[config.mk]
export PLATFORM = sky130hd
export DESIGN_NAME = mem_link_client
export DESIGN_NICKNAME = d
export VERILOG_FILES = /design/src/rtl/mem_link_client.sv
export SDC_FILE = /design/constraint.sdc
export NUM_CORES = 1
export LEC_CHECK = 0
export ABC_CLOCK_PERIOD_IN_PS = 30600
export CORE_UTILIZATION = 40
export CTS_CLUSTER_DIAMETER = 40
export CTS_CLUSTER_SIZE = 20
export DETAILED_ROUTE_END_ITERATION = 7
export HOLD_SLACK_MARGIN = 0.05
export PLACE_DENSITY_LB_ADDON = 0.15
export SLEW_MARGIN = 10
export SYNTH_ARGS = -nofsm -noshare
export SYNTH_HDL_FRONTEND = slang
export SYNTH_SLANG_ARGS = --single-unit
[constraint.sdc]
create_clock -name clk_i -period 30.6 [get_ports clk_i]
set_input_delay 6.12 -clock clk_i [delete_from_list [all_inputs] [get_ports clk_i]]
set_output_delay 6.12 -clock clk_i [all_outputs]
set_load 0.005 [all_outputs]
[src/rtl/mem_link_client.sv]
// Memory-side link endpoint: deserializes wormhole command packets into memory
// command messages and serializes memory responses back to the command originator.
module mem_link_client #(
  parameter int unsigned flit_width_p          = 64,
  parameter int unsigned cord_width_p          = 8,
  parameter int unsigned cid_width_p           = 2,
  parameter int unsigned len_width_p           = 4,
  parameter int unsigned mem_msg_width_p       = 128,
  parameter int unsigned num_outstanding_req_p = 8
) (
  input  logic                       clk_i,
  input  logic                       reset_i,
  input  logic [flit_width_p+1:0]    cmd_link_i,
  output logic [flit_width_p+1:0]    resp_link_o,
  output logic [mem_msg_width_p-1:0] mem_cmd_o,
  output logic                       mem_cmd_v_o,
  input  logic                       mem_cmd_yumi_i,
  input  logic [mem_msg_width_p-1:0] mem_resp_i,
  input  logic                       mem_resp_v_i,
  output logic                       mem_resp_ready_o
);

  localparam int unsigned HDR_W     = 2*cord_width_p + len_width_p + 2*cid_width_p;
  localparam int unsigned PKT_W     = HDR_W + mem_msg_width_p;
  localparam int unsigned NUM_FLITS = (PKT_W + flit_width_p - 1) / flit_width_p;
  localparam int unsigned PAD_W     = NUM_FLITS * flit_width_p;
  localparam int unsigned SRC_W     = cord_width_p + cid_width_p;
  localparam int unsigned PTR_W     = (num_outstanding_req_p > 1) ? $clog2(num_outstanding_req_p) : 1;
  localparam int unsigned CNT_W     = $clog2(num_outstanding_req_p + 1);
  localparam int unsigned SRC_OFS   = cord_width_p + len_width_p + cid_width_p;
  localparam logic [len_width_p-1:0] RESP_LEN = len_width_p'(NUM_FLITS - 1);

  typedef enum logic [1:0] {C_IDLE, C_RECV, C_FULL} cmd_state_e;
  typedef enum logic       {R_IDLE, R_SEND}         resp_state_e;

  cmd_state_e  cmd_state, cmd_state_next;
  resp_state_e resp_state, resp_state_next;

  logic                    init_r;
  logic                    cmd_v, cmd_ready, cmd_acc, hdr_push;
  logic [flit_width_p-1:0] cmd_data;
  logic [len_width_p-1:0]  hdr_len, cmd_len_r, cmd_cnt, cmd_idx;
  logic [mem_msg_width_p-1:0] cmd_msg_r;

  logic                    resp_v, resp_ready, resp_acc, resp_xfer, resp_last, hdr_pop;
  logic [flit_width_p-1:0] resp_data;
  logic [len_width_p-1:0]  resp_idx;
  logic [PAD_W-1:0]        resp_pkt_r;

  logic [SRC_W-1:0]        fifo_mem [num_outstanding_req_p];
  logic [PTR_W-1:0]        wr_ptr, rd_ptr;
  logic [CNT_W-1:0]        fifo_cnt;
  logic                    fifo_full, fifo_empty;
  logic [SRC_W-1:0]        fifo_head;
  logic [cord_width_p-1:0] head_cord;
  logic [cid_width_p-1:0]  head_cid;

  assign cmd_v       = cmd_link_i[flit_width_p+1];
  assign cmd_data    = cmd_link_i[flit_width_p:1];
  assign resp_ready  = cmd_link_i[0];
  assign resp_link_o = {resp_v, resp_data, cmd_ready};

  // Holds ready low through the first clock after reset release.
  always_ff @(posedge clk_i or posedge reset_i) begin
    if (reset_i) init_r <= 1'b1;
    else         init_r <= 1'b0;
  end

  // ---------------- command receive ----------------
  assign hdr_len   = cmd_data[cord_width_p +: len_width_p];
  assign cmd_ready = ~reset_i & ~init_r & (cmd_state != C_FULL)
                   & ((cmd_state == C_RECV) | ~fifo_full);
  assign cmd_acc   = cmd_v & cmd_ready;
  assign hdr_push  = cmd_acc & (cmd_state == C_IDLE);
  assign cmd_idx   = (cmd_state == C_IDLE) ? '0 : cmd_cnt;

  always_ff @(posedge clk_i or posedge reset_i) begin
    if (reset_i) cmd_state <= C_IDLE;
    else         cmd_state <= cmd_state_next;
  end

  always_comb begin
    cmd_state_next = cmd_state;
    case (cmd_state)
      C_IDLE: if (cmd_acc) cmd_state_next = (hdr_len == '0) ? C_FULL : C_RECV;
      C_RECV: if (cmd_acc && cmd_cnt == cmd_len_r) cmd_state_next = C_FULL;
      C_FULL: if (mem_cmd_yumi_i) cmd_state_next = C_IDLE;
      default: cmd_state_next = C_IDLE;
    endcase
  end

  always_ff @(posedge clk_i or posedge reset_i) begin
    if (reset_i) begin
      cmd_len_r <= '0;
      cmd_cnt   <= '0;
      cmd_msg_r <= '0;
    end else if (cmd_acc) begin
      if (cmd_state == C_IDLE) begin
        cmd_len_r <= hdr_len;
        cmd_cnt   <= len_width_p'(1);
      end else begin
        cmd_cnt   <= cmd_cnt + len_width_p'(1);
      end
      // Only message bits are stored; each lands from the flit that carries it.
      for (int unsigned b = 0; b < mem_msg_width_p; b++) begin
        if (cmd_idx == len_width_p'((HDR_W + b) / flit_width_p))
          cmd_msg_r[b] <= cmd_data[(HDR_W + b) % flit_width_p];
      end
    end
  end

  assign mem_cmd_v_o = (cmd_state == C_FULL);
  assign mem_cmd_o   = cmd_msg_r;

  // ---------------- source tracking FIFO ----------------
  assign fifo_full  = (fifo_cnt == CNT_W'(num_outstanding_req_p));
  assign fifo_empty = (fifo_cnt == '0);
  assign fifo_head  = fifo_mem[rd_ptr];
  assign head_cord  = fifo_head[cid_width_p +: cord_width_p];
  assign head_cid   = fifo_head[cid_width_p-1:0];

  always_ff @(posedge clk_i) begin
    if (hdr_push)
      fifo_mem[wr_ptr] <= {cmd_data[SRC_OFS +: cord_width_p],
                           cmd_data[SRC_OFS + cord_width_p +: cid_width_p]};
  end

  always_ff @(posedge clk_i or posedge reset_i) begin
    if (reset_i) begin
      wr_ptr   <= '0;
      rd_ptr   <= '0;
      fifo_cnt <= '0;
    end else begin
      if (hdr_push)
        wr_ptr <= (wr_ptr == PTR_W'(num_outstanding_req_p - 1)) ? '0 : wr_ptr + PTR_W'(1);
      if (hdr_pop)
        rd_ptr <= (rd_ptr == PTR_W'(num_outstanding_req_p - 1)) ? '0 : rd_ptr + PTR_W'(1);
      case ({hdr_push, hdr_pop})
        2'b10:   fifo_cnt <= fifo_cnt + CNT_W'(1);
        2'b01:   fifo_cnt <= fifo_cnt - CNT_W'(1);
        default: fifo_cnt <= fifo_cnt;
      endcase
    end
  end

  // ---------------- response send ----------------
  assign mem_resp_ready_o = (resp_state == R_IDLE) & ~fifo_empty & ~init_r;
  assign resp_acc  = mem_resp_v_i & mem_resp_ready_o;
  assign resp_v    = (resp_state == R_SEND);
  assign resp_xfer = resp_v & resp_ready;
  assign resp_last = (resp_idx == RESP_LEN);
  // The originator entry retires once its header flit has left.
  assign hdr_pop   = resp_xfer & (resp_idx == '0);

  always_ff @(posedge clk_i or posedge reset_i) begin
    if (reset_i) resp_state <= R_IDLE;
    else         resp_state <= resp_state_next;
  end

  always_comb begin
    resp_state_next = resp_state;
    case (resp_state)
      R_IDLE: if (resp_acc) resp_state_next = R_SEND;
      R_SEND: if (resp_xfer && resp_last) resp_state_next = R_IDLE;
      default: resp_state_next = R_IDLE;
    endcase
  end

  always_ff @(posedge clk_i or posedge reset_i) begin
    if (reset_i) begin
      resp_pkt_r <= '0;
      resp_idx   <= '0;
    end else if (resp_acc) begin
      resp_pkt_r <= PAD_W'({mem_resp_i, {SRC_W{1'b0}}, head_cid, RESP_LEN, head_cord});
      resp_idx   <= '0;
    end else if (resp_xfer) begin
      resp_idx   <= resp_idx + len_width_p'(1);
    end
  end

  always_comb begin
    resp_data = '0;
    for (int unsigned i = 0; i < NUM_FLITS; i++) begin
      if (resp_idx == len_width_p'(i))
        resp_data = resp_pkt_r[i*flit_width_p +: flit_width_p];
    end
  end

endmodule

After elaboration in Yosys (flattened, before gate mapping)
Memory sizes are Yosys's and may differ from the RTL's. A register that Yosys moved wholly into a read port is not among the register bits.
Index checks and enable logic that the tools add are counted.
- word-level logic and storage cells: 86
- bits in registers: 293
- output and inout bits: 196
- input port bits: 198
- bits in writable memories: 80
- memories: 1
- memory list (name ; depth ; bits a word ; read ports ; clocked after Yosys merged registers in ; wr ports ; line ; RTL):
    fifo_mem ; 8 ; 10 ; 1 ; 1 ; 1 ; 50 ; logic [SRC_W-1:0] fifo_mem [num_outstanding_req_p];
- multiplexer cells: 20
- reduce and logical (&&, ||, !) cells: 14
- add/sub/neg operators: 6
- equal/unequal tests: 16
- bitwise gates (word level): 16
- operators with widths (kind ; count):
    $mux 64 ; 3
    $logic_not 4->1 ; 4
    $mux 4 ; 4
    $add 4x1->4 const B ; 3
    $and 1x1->1 ; 10
    $eq 4x1->1 const B ; 2
    $eq 4x2->1 const B ; 2
    $mux 2 ; 4
    $pmux 4 s2 ; 1
    $reduce_and 2->1 ; 4
    $add 3x1->3 const B ; 2
    $eq 3x3->1 const B ; 2
    $mux 3 ; 2
    $pmux 2 s3 ; 1
    $not 1->1 ; 5
    $eq 2x1->1 const B ; 2
    $eq 2x2->1 const B ; 2
    $eq 4x4->1 ; 1
    $eq 4x4->1 const B ; 1
    $mux 1 ; 4
    $ne 2x1->1 const B ; 2
    $ne 2x2->1 const B ; 2
    $reduce_bool 2->1 ; 2
    $sub 4x1->4 const B ; 1
    5 further kinds ; 6

Depth between registers and ports, before layout
- depth after elaboration: 8
- gate-level depth with buffers: 14
- mapped depth without buffers: 11

Least setup slack after synthesis
No wires, ideal clock.
- path type: in2out
- from: in reset_i
- to: out resp_link_o[0]
- path slack: 17.972 ns
- cell stages on the path: 2
- buffers on the path: 1
- arrival time: 6.508 ns
- cells stage by stage: nor4_1 -> buf_4
- longest elaborated chain between the ends: 4
- ends and longest elaborated chain (what ; line ; RTL):
    start, declared ; 12 ; input logic reset_i,
    $not 1->1 ; 71 ; assign cmd_ready = ~reset_i & ~init_r & (cmd_state != C_FULL)
    $and 1x1->1 (2 in a row) ; 71 ;
    $and 1x1->1 ; 72 ; & ((cmd_state == C_RECV) | ~fifo_full);
    end, declared ; 14 ; output logic [flit_width_p+1:0] resp_link_o,
No other way between the ends.

Worst setup path in the final report
Same ends and word-level chain as after synthesis.

==> impl_metrics.yaml <==
status:
  status: "completed"
yosys:
  ys_seq_area_frac: 0.638
  synth_edf_count: 80
  ys.flop_type: "dfrtp_1"
  async_flop_share: 0.786
  ys_warn_count: 0
  synth.avg_cell_area_um2: 12.1
  synth-compound-area-share: 0.0479
  synth_top_family_by_area: "multiplexers"
  ys_ff_latch: 373
  synth.area.mux_share: 0.138
  netlist_instances: 1261
  synthSimpleGateAreaFrac: 0.136
  yosys.area_share.adder: 0.00983
  netlist_area_um2: 15300
  synth_cell_type_count: 55
  syn-num-nets: 1471
  yosys.area_share.xor_xnor: 0.00631
die:
  rows: 71
  start_util: 0.406
  core_um2: 37600
  dieArea_um2: 39000
  io_pins: 394
  dieHeight_um: 197
  die_w_um: 197
detailed_routing:
  ant_nets: 0
  via_per_inst: 4.91
  routedWlPerCell_um: 18.2
  wl_mm: 40.4
  drcViolationCount: 0
  drtIter0Drc: 441
  dr.pass1.iters: 5
  vias: 10900
sta:
  setup-tns-final_ps: 0
  period_needed_ps: 13690
  fin_skew_ps: 22.0
  rsz0062_at_grt: "false"
  worst_pin_slew_ps: 1030
  finalCritPeriodShare: 0.447
  max_freq_ghz: 0.0730
  whs_ps: 469
  maxSlewHeadroom: 0.316
  maxSlewViolCount: 0
  hold_viol: 0
  setup_viol: 0
layout:
  layout-drive-gt1-share: 0.166
  layout.cells.non_filler: 2214
  nets: 1860
  final_util: 0.576
  syn_to_final_growth_pct: 41.8
min_path:
  hp-class: "reg2reg"
  hold_path_depth: 1
  hold_end: "resp_pkt_r[9]$_DFFE_PP0P_"
  min_from: "resp_pkt_r[9]$_DFFE_PP0P_"
clock_tree:
  clock_latency_ps: 590
  clock_tree.root_cell: "clkbuf_16"
  post_cts_buffers: 0
  h-tree-depth: 2
  clock_sinks: 373
  cts_buffer_depth: 3
  cts.hold.buffers_added: 0
  path_clk_slew_ps: 50
  cts-resized-gates: 0
  numCtsBuffers: 57
  cts_tree: "done"
worst_setup_path:
  critPathKind: "in2out"
  worstSetupStartpointType: "primary input"
  r2r_end: "fifo_cnt[2]$_DFFE_PP0P_"
  cp.arrival_ps: 7570
  crit_top_cell: "clkdlybuf4s50_1"
  rrSetupSlack_ps: 27240
  r2r-start: "cmd_state[1]$_DFFE_PP0P_"
  critPathBufInv: 2
  worstPathCellList: "clkdlybuf4s50_1 > nor4_1 > clkdlybuf4s50_1"
  crit_path_end_kind: "output pin"
  ff2ff_path_depth: 11
  cp.required_ps: 24480
  worst_path_largest_cell_delay_ps: 550
  crit_slowest_cell: "clkdlybuf4s50_1"
  cp_max_fo: 4
  cp_top_family: "buffers and inverters"
global_route:
  antenna_found_initial: 5
  grt_overflow: 0
  grt_max_degree: 135
  grt_pass1_wl_mm: 63.5
  grt_usage: 0.210
  grt_pass1_vias: 11300
job:
  drv_cap: 0
place:
  dp.cells: 2102
  dp_hpwl_mm: 25.9
  place.gp.congestion: 0.778
  port_buffers: 393
power_and_ir_drop:
  power_density_nw_per_um2: 101
  p_leak_nw: 9.47
  ir_worst_vdd_v: 0.0000675
## Yosys cell counts (all sizes together), types with 2 or more instances
master / instances / area (um2)
nor4: 2 / 27.5
inv: 6 / 22.5
or4: 2 / 15.0
clkbuf: 52 / 195
a22o: 13 / 114
nor3: 4 / 25.0
nand4b: 2 / 17.5
mux4: 20 / 450
a22oi: 51 / 383
edfxtp: 80 / 2400
a41o: 2 / 20.0
and4b: 3 / 30.0
nor2: 53 / 199
mux2i: 11 / 110
o31ai: 2 / 15.0
nor2b: 3 / 21.3
nand2b: 4 / 25.0
o21ai: 26 / 130
and3: 3 / 18.8
a21oi: 5 / 25.0
nand3: 4 / 20.0
buf: 23 / 136
nand2: 413 / 1550
and2: 2 / 12.5
nor3b: 4 / 30.0
dfrtp: 292 / 7310
ha: 12 / 150
xnor2: 7 / 61.3
mux2: 138 / 1550
xor2: 4 / 35.0
## placed cells by master, fill, tap and decap left out, drive strengths merged, types with 3 or more instances in the layout
| cell | n |
|---|---|
| clkinv | 11 |
| nor2 | 53 |
| a21oi | 5 |
| bufinv | 3 |
| buf | 12 |
| xnor2 | 7 |
| clkinvlp | 6 |
| clkbuf | 79 |
| and3 | 3 |
| mux2 | 138 |
| a22oi | 51 |
| edfxtp | 80 |
| diode | 4 |
| nand3 | 4 |
| mux2i | 11 |
| dfrtp | 292 |
| mux4 | 20 |
| nand2 | 413 |
| nor2b | 3 |
| nor3b | 4 |
| nor3 | 4 |
| clkdlybuf4s50 | 393 |
| and4b | 3 |
| xor2 | 4 |
| o21ai | 26 |
| nand2b | 4 |
| inv | 15 |
| a22o | 13 |
| ha | 12 |
## report_power, final
| part | switching (W) | leakage [nW] | internal, W |
|---|---|---|---|
| combinational | 0.000307 | 4.12 | 0.000416 |
| clock | 0.000241 | 0.975 | 0.000420 |
| sequential | 0.000110 | 4.37 | 0.000683 |
## sequential cells by signal, summed over array words and instances, names as in the netlist
signal	flops
fifo_mem	80
cmd_cnt	4
resp_idx	4
rd_ptr	3
resp_state	1
fifo_cnt	4
mem_cmd_o	128
init_r	1
resp_pkt_r	139
wr_ptr	3
cmd_len_r	4
cmd_state	2
## layer usage
metal | part of all wire | track usage
met4 | 0.032 | 0.0804
met3 | 0.087 | 0.0644
met2 | 0.45 | 0.325
met5 | 0.00035 | 0
met1 | 0.43 | 0.276
## logic make-up after synthesis
| family | after synthesis |
|---|---|
| mux | 169 |
| simple gates | 509 |
| xor+xnor | 11 |
| compound gates | 105 |
| buf+inv | 81 |
| fa+ha+maj | 12 |
| other cells | 1 |
| flops | 373 |
## worst max path at each step
stage                  from                      to  slack [ps]  depth (start not counted)
finish              reset_i          resp_link_o[0]       16910                          3
floorplan           reset_i  cmd_cnt[0]$_DFFE_PP0P_       16390                          1
global route        reset_i          resp_link_o[0]       16840                          3
global placement    reset_i          resp_link_o[0]       16960                          3
detailed placement  reset_i          resp_link_o[0]       16920                          3
CTS                 reset_i          resp_link_o[0]       16890                          3
## through the flow
stage	setup WS [ps]	instance area, um2	power (W)
after global placement	16960	19600	0.00152
final	16910	21700	0.00218
after floorplan	16390	15300	0.00113
after detailed placement	16920	19600	0.00153
after global routing	16840	21700	0.00231
after CTS	16890	21600	0.00221
## final cells by class
type                            count  area (um2)
Inverter                            6        30.0
Tap cell                          511         639
Clock inverter                     29         290
Sequential cell                   373        9740
Clock buffer                       79        1720
Antenna cell                        4        10.0
Fill cell                        3181       15900
Timing Repair Buffer              405        4020
Multi-Input combinational cell    807        5210
Note: power is estimated with default switching activity, not from simulation.
